<file path="src/rtl/fifo_read_arbiter.sv">
// fifo_read_arbiter: shares one async-FIFO read port among NUM_REQ consumers.
// Round-robin grant, up to BURST words per grant. Each word takes three
// cycles (FETCH -> LOAD -> HOLD). There is at most one read in flight, and
// the word is delivered to the granted consumer over valid/ready.
module fifo_read_arbiter #(
    parameter int NUM_REQ = 4,
    parameter int DATA_W  = 8,
    parameter int BURST   = 8
) (
    input  logic               rclk,
    input  logic               rrst_n,
    input  logic [NUM_REQ-1:0] req,
    input  logic               rempty,
    input  logic [DATA_W-1:0]  rdata,
    input  logic               out_ready,
    output logic               r_en,
    output logic [NUM_REQ-1:0] gnt,
    output logic               out_valid,
    output logic [DATA_W-1:0]  out_data,
    output logic               out_last,
    output logic               burst_end
);

    localparam int CNT_W = $clog2(BURST + 1);
    localparam int IDX_W = $clog2(NUM_REQ);

    localparam logic [2:0] S_BLANK   = 3'd0;
    localparam logic [2:0] S_IDLE    = 3'd1;
    localparam logic [2:0] S_FETCH   = 3'd2;
    localparam logic [2:0] S_LOAD    = 3'd3;
    localparam logic [2:0] S_HOLD    = 3'd4;
    localparam logic [2:0] S_RELEASE = 3'd5;

    logic [2:0]         state_q, state_d;
    logic               blank_q, blank_d;
    logic [IDX_W-1:0]   rr_q, rr_d;
    logic [IDX_W-1:0]   gidx_q, gidx_d;
    logic [NUM_REQ-1:0] gnt_q, gnt_d;
    logic [CNT_W-1:0]   cnt_q, cnt_d;
    logic               out_valid_q, out_valid_d;
    logic [DATA_W-1:0]  out_data_q, out_data_d;
    logic               out_last_q, out_last_d;

    logic               pick_vld;
    logic [IDX_W-1:0]   pick_idx;
    logic [IDX_W:0]     scan;
    logic [IDX_W-1:0]   rr_next;

    // Find the first requester at or after the rr pointer, wrapping around.
    always_comb begin
        pick_vld = 1'b0;
        pick_idx = '0;
        scan     = '0;
        for (int i = 0; i < NUM_REQ; i++) begin
            scan = {1'b0, rr_q} + (IDX_W+1)'(i);
            if (scan >= (IDX_W+1)'(NUM_REQ))
                scan = scan - (IDX_W+1)'(NUM_REQ);
            if (!pick_vld && req[scan[IDX_W-1:0]]) begin
                pick_vld = 1'b1;
                pick_idx = scan[IDX_W-1:0];
            end
        end
        rr_next = (gidx_q == IDX_W'(NUM_REQ - 1)) ? '0 : gidx_q + 1'b1;
    end

    // Grant / fetch sequencing. rempty is ignored during the two BLANK cycles
    // because it sits low while the read-side module comes out of reset.
    always_comb begin
        state_d     = state_q;
        blank_d     = blank_q;
        rr_d        = rr_q;
        gidx_d      = gidx_q;
        gnt_d       = gnt_q;
        cnt_d       = cnt_q;
        out_valid_d = out_valid_q;
        out_data_d  = out_data_q;
        out_last_d  = out_last_q;
        case (state_q)
            S_BLANK: begin
                if (blank_q) state_d = S_IDLE;
                else         blank_d = 1'b1;
            end
            S_IDLE: begin
                if (pick_vld && !rempty) begin
                    gnt_d           = '0;
                    gnt_d[pick_idx] = 1'b1;
                    gidx_d          = pick_idx;
                    state_d         = S_FETCH;
                end
            end
            S_FETCH: begin
                // The read is issued combinationally here only when data exists.
                if (rempty) begin
                    gnt_d   = '0;
                    state_d = S_RELEASE;
                end else begin
                    state_d = S_LOAD;
                end
            end
            S_LOAD: begin
                out_data_d  = rdata;
                out_valid_d = 1'b1;
                cnt_d       = cnt_q + 1'b1;
                out_last_d  = (cnt_q + 1'b1) == CNT_W'(BURST);
                state_d     = S_HOLD;
            end
            S_HOLD: begin
                if (out_ready) begin
                    out_valid_d = 1'b0;
                    out_last_d  = 1'b0;
                    if (cnt_q == CNT_W'(BURST) || !req[gidx_q] || rempty) begin
                        gnt_d   = '0;
                        state_d = S_RELEASE;
                    end else begin
                        state_d = S_FETCH;
                    end
                end
            end
            S_RELEASE: begin
                cnt_d   = '0;
                rr_d    = rr_next;
                state_d = S_IDLE;
            end
            default: state_d = S_IDLE;
        endcase
    end

    // State registers; reset discards any word in flight.
    always_ff @(posedge rclk or negedge rrst_n) begin
        if (!rrst_n) begin
            state_q     <= S_BLANK;
            blank_q     <= 1'b0;
            rr_q        <= '0;
            gidx_q      <= '0;
            gnt_q       <= '0;
            cnt_q       <= '0;
            out_valid_q <= 1'b0;
            out_data_q  <= '0;
            out_last_q  <= 1'b0;
        end else begin
            state_q     <= state_d;
            blank_q     <= blank_d;
            rr_q        <= rr_d;
            gidx_q      <= gidx_d;
            gnt_q       <= gnt_d;
            cnt_q       <= cnt_d;
            out_valid_q <= out_valid_d;
            out_data_q  <= out_data_d;
            out_last_q  <= out_last_d;
        end
    end

    assign r_en      = (state_q == S_FETCH) && !rempty;
    assign burst_end = (state_q == S_RELEASE);
    assign gnt       = gnt_q;
    assign out_valid = out_valid_q;
    assign out_data  = out_data_q;
    assign out_last  = out_last_q;

endmodule

</file>
<file path="config.mk">
export PLATFORM = sky130hd
export DESIGN_NAME = fifo_read_arbiter
export DESIGN_NICKNAME = d
export VERILOG_FILES = /design/src/rtl/fifo_read_arbiter.sv
export SDC_FILE = /design/constraint.sdc
export NUM_CORES = 1
export LEC_CHECK = 0
export ABC_AREA = 0
export CORE_ASPECT_RATIO = 0.5
export CORE_MARGIN = 5
export CORE_UTILIZATION = 50
export CTS_CLUSTER_SIZE = 16
export DETAILED_ROUTE_END_ITERATION = 12
export GPL_TIMING_DRIVEN = 0
export MAX_ROUTING_LAYER = met4
export PLACE_DENSITY_LB_ADDON = 0.12
export SETUP_SLACK_MARGIN = 0.4
export SYNTH_ARGS = -nofsm -noshare
export SYNTH_HDL_FRONTEND = slang
export SYNTH_SLANG_ARGS = --single-unit
</file>
<file path="constraint.sdc">
create_clock -name rclk -period 2.5 [get_ports rclk]
set_input_delay 0.75 -clock rclk [delete_from_list [all_inputs] [get_ports rclk]]
set_output_delay 0.75 -clock rclk [all_outputs]
set_load 0.01 [all_outputs]
</file>
==> impl_metrics.json, run 1 <==
{
  "fillers": 191,
  "clkSinkCount": 26,
  "ff_latch_area_um2": 651,
  "antenna_found_initial": 0,
  "cap_violations": 0,
  "clock.fmax_mhz": 490,
  "cts_buffer_depth": 2,
  "crit_arrival_ns": 1.29,
  "root_buffer": "clkbuf_8",
  "ff2ff_setup_slack_ns": 0.89,
  "track_usage_pct": 16.8,
  "yosysUniqueCellTypes": 38,
  "cts_max_level": 1,
  "critPathCaptureType": "output pin",
  "grtUsageMet1_pct": 20.9,
  "rows": 13,
  "synth-async-reset-ratio_pct": 100,
  "vias_per_cell": 5.38,
  "grt_pass1_vias": 984,
  "coreArea_um2": 2590,
  "start_util_pct": 51.9,
  "cp_max_fo": 6,
  "grt-ovfl-total": 0,
  "worstReg2RegStart": "gidx_q[0]$_DFFE_PN0P_",
  "drt_iter0_drc": 38,
  "finalSetupViolCount": 0,
  "wirelength_mm": 2.79,
  "drive_above_1_share_pct": 15.9,
  "finalSetupTns_ns": 0,
  "hp-class": "in -> async",
  "areaGrowthSynthToFinish_pct": 32.9,
  "utilization_pct": 69.0,
  "die_area_um2": 3880,
  "fin_crit_sh_pct": 81.6,
  "busiest_layer": "met2",
  "grt_max_degree": 27,
  "antenna_cells": 0,
  "num_io_pins": 32,
  "ys.flop_type": "dfrtp_1",
  "portBuffers": 31,
  "p_per_area_nw_per_um2": 1110,
  "clock_skew_ns": 0.00745,
  "synth-edff-count": 0,
  "finish.net_count": 178,
  "yosysTopAreaCell": "dfrtp_1",
  "met2_usage_pct": 27.4,
  "fp.dieH_um": 46.6,
  "crit_type": "in -> out",
  "status": "completed",
  "required_ns": 1.75,
  "worstSkewPairLatency_ns": 0.27,
  "start_kind": "input pin",
  "synth_area_leaders": "dfrtp_1 (48%), mux2_1 (7.5%), ha_1 (3.7%)",
  "slew_violations": 0,
  "syn_area_um2": 1340,
  "dp_hpwl_mm": 2.01,
  "ys_warn_count": 0,
  "vias": 1043,
  "drc": 0,
  "synth.net_count": 140,
  "yosysSeqAreaShare_pct": 48.5,
  "syn_avg_cell_area_um2": 11.2,
  "ir_worst_vdd_mv": 0.602,
  "multi_input_area_um2": 643,
  "fin_crit_ns": 2.04,
  "ant_nets": 0,
  "cts.clk_slew.worst_paths_ns": 0.10,
  "hold_viol_final": 0,
  "synth_top_cell_area_share_pct": 48.5,
  "cts_tree": "built",
  "cts_buffers": 3,
  "firstDrtPassIters": 4,
  "grt_util_met3_pct": 5.36,
  "synth-seq-cells": 26,
  "critPathLaunch": "rempty",
  "total_leakage_power_nw": 0.766,
  "worst_slew_pin_slew_ns": 0.579,
  "die_w_um": 83.3,
  "relSlewSlack_pct": 61.4,
  "routedWlPerCell_um": 14.4,
  "grt_pass1_wl_mm": 4.80,
  "place_congestion": 0.854,
  "synthCells": 120,
  "grt_setup_unrepaired": "false",
  "final_common_cell": "dfrtp_1",
  "mostFrequentLayoutCells": "dfrtp_1 (26), clkdlybuf4s50_1 (23), inv_1 (11)",
  "holdWs_ns": 0.460
}
## cells in the mapped netlist (2+ instances only)
| cell type | n |
|---|---|
| nor3_1 | 2 |
| nor2_1 | 6 |
| o21ai_0 | 3 |
| o2bb2ai_1 | 3 |
| ha_1 | 4 |
| a21oi_1 | 4 |
| o31ai_1 | 2 |
| o21a_1 | 2 |
| buf_2 | 4 |
| dfrtp_1 | 26 |
| mux2_1 | 9 |
| o22ai_1 | 2 |
| nand3b_1 | 2 |
| inv_1 | 11 |
| o21ai_1 | 6 |
| a22o_1 | 2 |
| nand2b_1 | 4 |
| nand3_1 | 3 |
| nand2_1 | 6 |
## cell type report
cell class | instances | share of cell area, %
well taps | 37 | 2.59
clock inverters | 1 | 1.68
multi-input cells | 79 | 36.0
flip-flops and latches | 26 | 36.5
inverters | 11 | 2.31
plain buffers | 4 | 1.40
clock buffers | 3 | 2.31
repair buffers | 33 | 17.2
## registers in the layout, summed over array words and instances, names as in the netlist
register	count
gnt	4
blank_q	1
state_q	3
out_valid	1
out_last	1
out_data	8
rr_q	2
cnt_q	4
gidx_q	2
## where the power goes
group          internal, mW  switching, mW  total [mW]
clock network         0.214          0.136       0.351
logic                 0.488          0.435       0.923
registers             0.595          0.117       0.711
## worst max-delay path: stages
cell,delay [ns]
clkdlybuf4s15_2,0.24
nor3_2,0.15
buf_2,0.15
## logic make-up (layout without fill, tap and decap cells)
logic type / after synthesis / after routing / share of synthesized area (%)
AO/OA/AOI/OAI: 33 / 33 / 18.6
XOR/XNOR: 1 / 1 / 0.652
adder cells (fa/ha/maj): 4 / 4 / 3.73
buffers and inverters: 15 / 52 / 4.57
flip-flops: 26 / 26 / 48.5
multiplexers: 11 / 11 / 10.1
AND/OR/NAND/NOR: 30 / 30 / 13.9
## per-layer routing
| metal | wire length, um | part of all wire (%) |
|---|---|---|
| met1 | 1330 | 48 |
| met2 | 1310 | 47 |
| met3 | 136 | 4.9 |
| met4 | 17 | 0.61 |
| met5 | 0 | 0 |
## metrics by stage
step / area, um2 / power (mW) / setup slack [ns] / cells
3_5_place_dp: 1700 / 1.62 / -0.310 / 188
6_report: 1780 / 1.98 / 0.461 / 194
5_1_grt: 1780 / 2.13 / 0.421 / 194
2_1_floorplan: 1340 / 1.25 / 0.704 / 120
3_3_place_gp: 1700 / 1.59 / -0.310 / 188
4_1_cts: 1770 / 1.98 / 0.408 / 193
## path summary, 6_finish.rpt
path,to,depth (start not counted)
setup / recovery,r_en,3
min in group rclk,blank_q$_DFFE_PN0N_,1
hold / removal,out_data[7]$_DFFE_PN0P_,1
max in group asynchronous,rr_q[0]$_DFFE_PN0P_,1
hold reg to reg,blank_q$_DFFE_PN0N_,1
setup reg to reg,gnt[2]$_DFFE_PN0P_,4
## what timing repair did
action	in CTS	in global routing
pin swaps	0	0
gates cloned	0	0
setup endpoints to repair	5	2
buffers inserted	1	1
hold buffers	0	0
gates resized for setup	15	4
(Power assumes the default switching activity.)
==> run 2: changes to the inputs <==
--- a/config.mk
+++ b/config.mk
@@ -8,7 +8,7 @@
 export ABC_AREA = 0
 export CORE_ASPECT_RATIO = 0.5
 export CORE_MARGIN = 5
-export CORE_UTILIZATION = 50
+export CORE_UTILIZATION = 49
 export CTS_CLUSTER_SIZE = 16
 export DETAILED_ROUTE_END_ITERATION = 12
 export GPL_TIMING_DRIVEN = 0
==> constraint.sdc (replaced) <==
create_clock -name rclk -period 2.04 [get_ports rclk]
set_input_delay 0.612 -clock rclk [delete_from_list [all_inputs] [get_ports rclk]]
set_output_delay 0.612 -clock rclk [all_outputs]
set_load 0.01 [all_outputs]
==> run 2 against run 1 <==
Against the previous run: worst setup slack lost 0.26 ns; cell count increased by 4.1%; worst hold slack gained 0.0035 ns; clock power decreased by 5.7%; largest cell class is now multi-input gates; largest power group unchanged.
==> impl_metrics.json, run 2 (same netlist as run 1, synthesis figures left out) <==
{
  "status": "completed",
  "firstDrtPassIters": 4,
  "clock_skew_ns": 0.00299,
  "crit_family": "flip-flops",
  "cts_buffers": 3,
  "rows": 13,
  "crit_arrival_ns": 1.23,
  "clock.fmax_mhz": 544,
  "grt-ovfl-total": 0,
  "cts.clk_slew.worst_paths_ns": 0.09,
  "finish.net_count": 186,
  "vias": 1089,
  "whs_endpoint": "blank_q$_DFFE_PN0N_",
  "ant_nets": 0,
  "min_from": "blank_q$_DFFE_PN0N_",
  "ff2ff_setup_slack_ns": 0.31,
  "netSwitchingPower_mw": 0.875,
  "areaGrowthSynthToFinish_pct": 37.4,
  "slowest_stage": "dfrtp_1",
  "cts_max_level": 1,
  "fp.dieH_um": 47.0,
  "die_area_um2": 3950,
  "seqPwrFrac_pct": 36.5,
  "antenna_found_initial": 0,
  "crit_type": "reg -> out",
  "hold_viol_final": 0,
  "design_area_um2": 1840,
  "cts_tree": "built",
  "slew_violations": 0,
  "portBuffers": 31,
  "grt_setup_unrepaired": "true",
  "r2r_end": "gidx_q[1]$_DFFE_PN0P_",
  "crit_buf_inv": 3,
  "final_common_cell": "dfrtp_1",
  "required_ns": 1.43,
  "relSlewSlack_pct": 19.8,
  "antenna_cells": 0,
  "ir_worst_vdd_mv": 0.684,
  "swShare_pct": 36.7,
  "worst_slew_pin_slew_ns": 1.20,
  "grt_max_degree": 27,
  "fin_crit_ns": 1.84,
  "fillers": 219,
  "num_io_pins": 32,
  "cp_max_fo": 4,
  "crit_chain": "buf_6 -> nand3b_1 -> inv_1 -> buf_2",
  "fin_crit_sh_pct": 90.1,
  "worstReg2RegStart": "state_q[1]$_DFFE_PN0P_",
  "root_buffer": "clkbuf_8",
  "total_leakage_power_nw": 0.833,
  "vias_per_cell": 5.39,
  "clockPowerShare_pct": 13.9,
  "place_congestion": 0.825,
  "drive_above_1_share_pct": 22.4,
  "finalSetupTns_ns": 0,
  "p_int_mw": 1.51,
  "cts_hold_buf": 0,
  "wirelength_mm": 2.90,
  "p_per_area_nw_per_um2": 1290,
  "mostFrequentLayoutCells": "dfrtp_1 (26), dlygate4sd2_1 (14), inv_1 (11)",
  "whs_path_depth": 1,
  "track_usage_pct": 17.7,
  "largest_reg_flops": 8,
  "start_util_pct": 51.6,
  "grt_pass1_vias": 1114,
  "cts_buffer_depth": 2,
  "slowest_delay_ns": 0.38,
  "dp_hpwl_mm": 2.03,
  "grt_pass1_wl_mm": 5.16,
  "routedWlPerCell_um": 14.4,
  "finalSetupViolCount": 0,
  "hp-class": "reg -> reg",
  "critPathCaptureType": "output pin",
  "drt_iter0_drc": 23,
  "die_w_um": 84.0,
  "start_kind": "flop",
  "cap_violations": 0,
  "drc": 0,
  "worstSkewPairLatency_ns": 0.27,
  "clkSinkCount": 26,
  "p_comb_share_pct": 49.6,
  "r2r_cells": 7,
  "place_area_um2": 1710,
  "coreArea_um2": 2600
}
[run 2: power by group through the flow]
| stage | clock network [mW] | registers (mW) | logic, mW |
|---|---|---|---|
| after floorplan | 0 | 0.921 | 0.614 |
| after global placement | 0 | 0.870 | 1.09 |
| after detailed placement | 0 | 0.885 | 1.12 |
| after CTS | 0.341 | 0.873 | 1.15 |
| after global routing | 0.365 | 0.905 | 1.30 |
| final | 0.331 | 0.870 | 1.18 |
[run 2: repair_timing]
| action | in CTS | in global routing |
|---|---|---|
| buffers inserted | 9 | 1 |
| endpoints found under the setup margin | 54 | 39 |
| pin swaps | 4 | 4 |
| resized for setup | 46 | 12 |
[run 2: metrics by stage]
| stage | std cells | worst slack, ns | utilization, % | power [mW] | hold WS [ns] |
|---|---|---|---|---|---|
| floorplan | 120 | 0.390 | - | 1.54 | 0.316 |
| global placement | 188 | -0.497 | 65.6 | 1.96 | 0.440 |
| detailed placement | 188 | -0.494 | 65.6 | 2.00 | 0.447 |
| CTS | 201 | 0.191 | 70.8 | 2.37 | 0.467 |
| global route | 202 | 0.125 | 70.9 | 2.57 | 0.481 |
| finish | 202 | 0.203 | 70.9 | 2.38 | 0.463 |
[run 2: how the worst max path moves through the flow]
stage / start / endpoint / slack [ns] / cells past startpoint
2_1_floorplan: req[3] / gnt[0]$_DFFE_PN0P_ / 0.39 / 4
3_3_place_gp: rempty / r_en / -0.50 / 3
3_5_place_dp: rempty / r_en / -0.49 / 3
4_1_cts: state_q[1]$_DFFE_PN0P_ / burst_end / 0.19 / 4
5_1_grt: state_q[1]$_DFFE_PN0P_ / burst_end / 0.12 / 4
6_report: state_q[1]$_DFFE_PN0P_ / burst_end / 0.20 / 4
[run 2: routing by layer]
metal / global-route usage, % / share of wire, %
met5: - / 0
met4: 5.77 / 1.6
met3: 6.13 / 6.4
met2: 27.9 / 45
met1: 21.9 / 47
[run 2: area by class of cell]
type / instances / area, um2 / share of cell area, %
multi-input combinational: 79 / 673 / 36.5
sequential: 26 / 651 / 35.3
timing repair buffer: 41 / 343 / 18.6
clock buffer: 4 / 55.1 / 2.99
tap: 37 / 46.3 / 2.51
inverter: 11 / 41.3 / 2.24
buffer: 4 / 35.0 / 1.90
==> run 3: changes to the inputs <==
--- a/config.mk
+++ b/config.mk
@@ -11,6 +11,7 @@
 export CORE_UTILIZATION = 49
 export CTS_CLUSTER_SIZE = 16
 export DETAILED_ROUTE_END_ITERATION = 12
+export GPL_ROUTABILITY_DRIVEN = 0
 export GPL_TIMING_DRIVEN = 0
 export MAX_ROUTING_LAYER = met4
 export PLACE_DENSITY_LB_ADDON = 0.12
==> results of run 3 <==
Same layout as run 2: the final DEF is identical, and so are final timing and power.
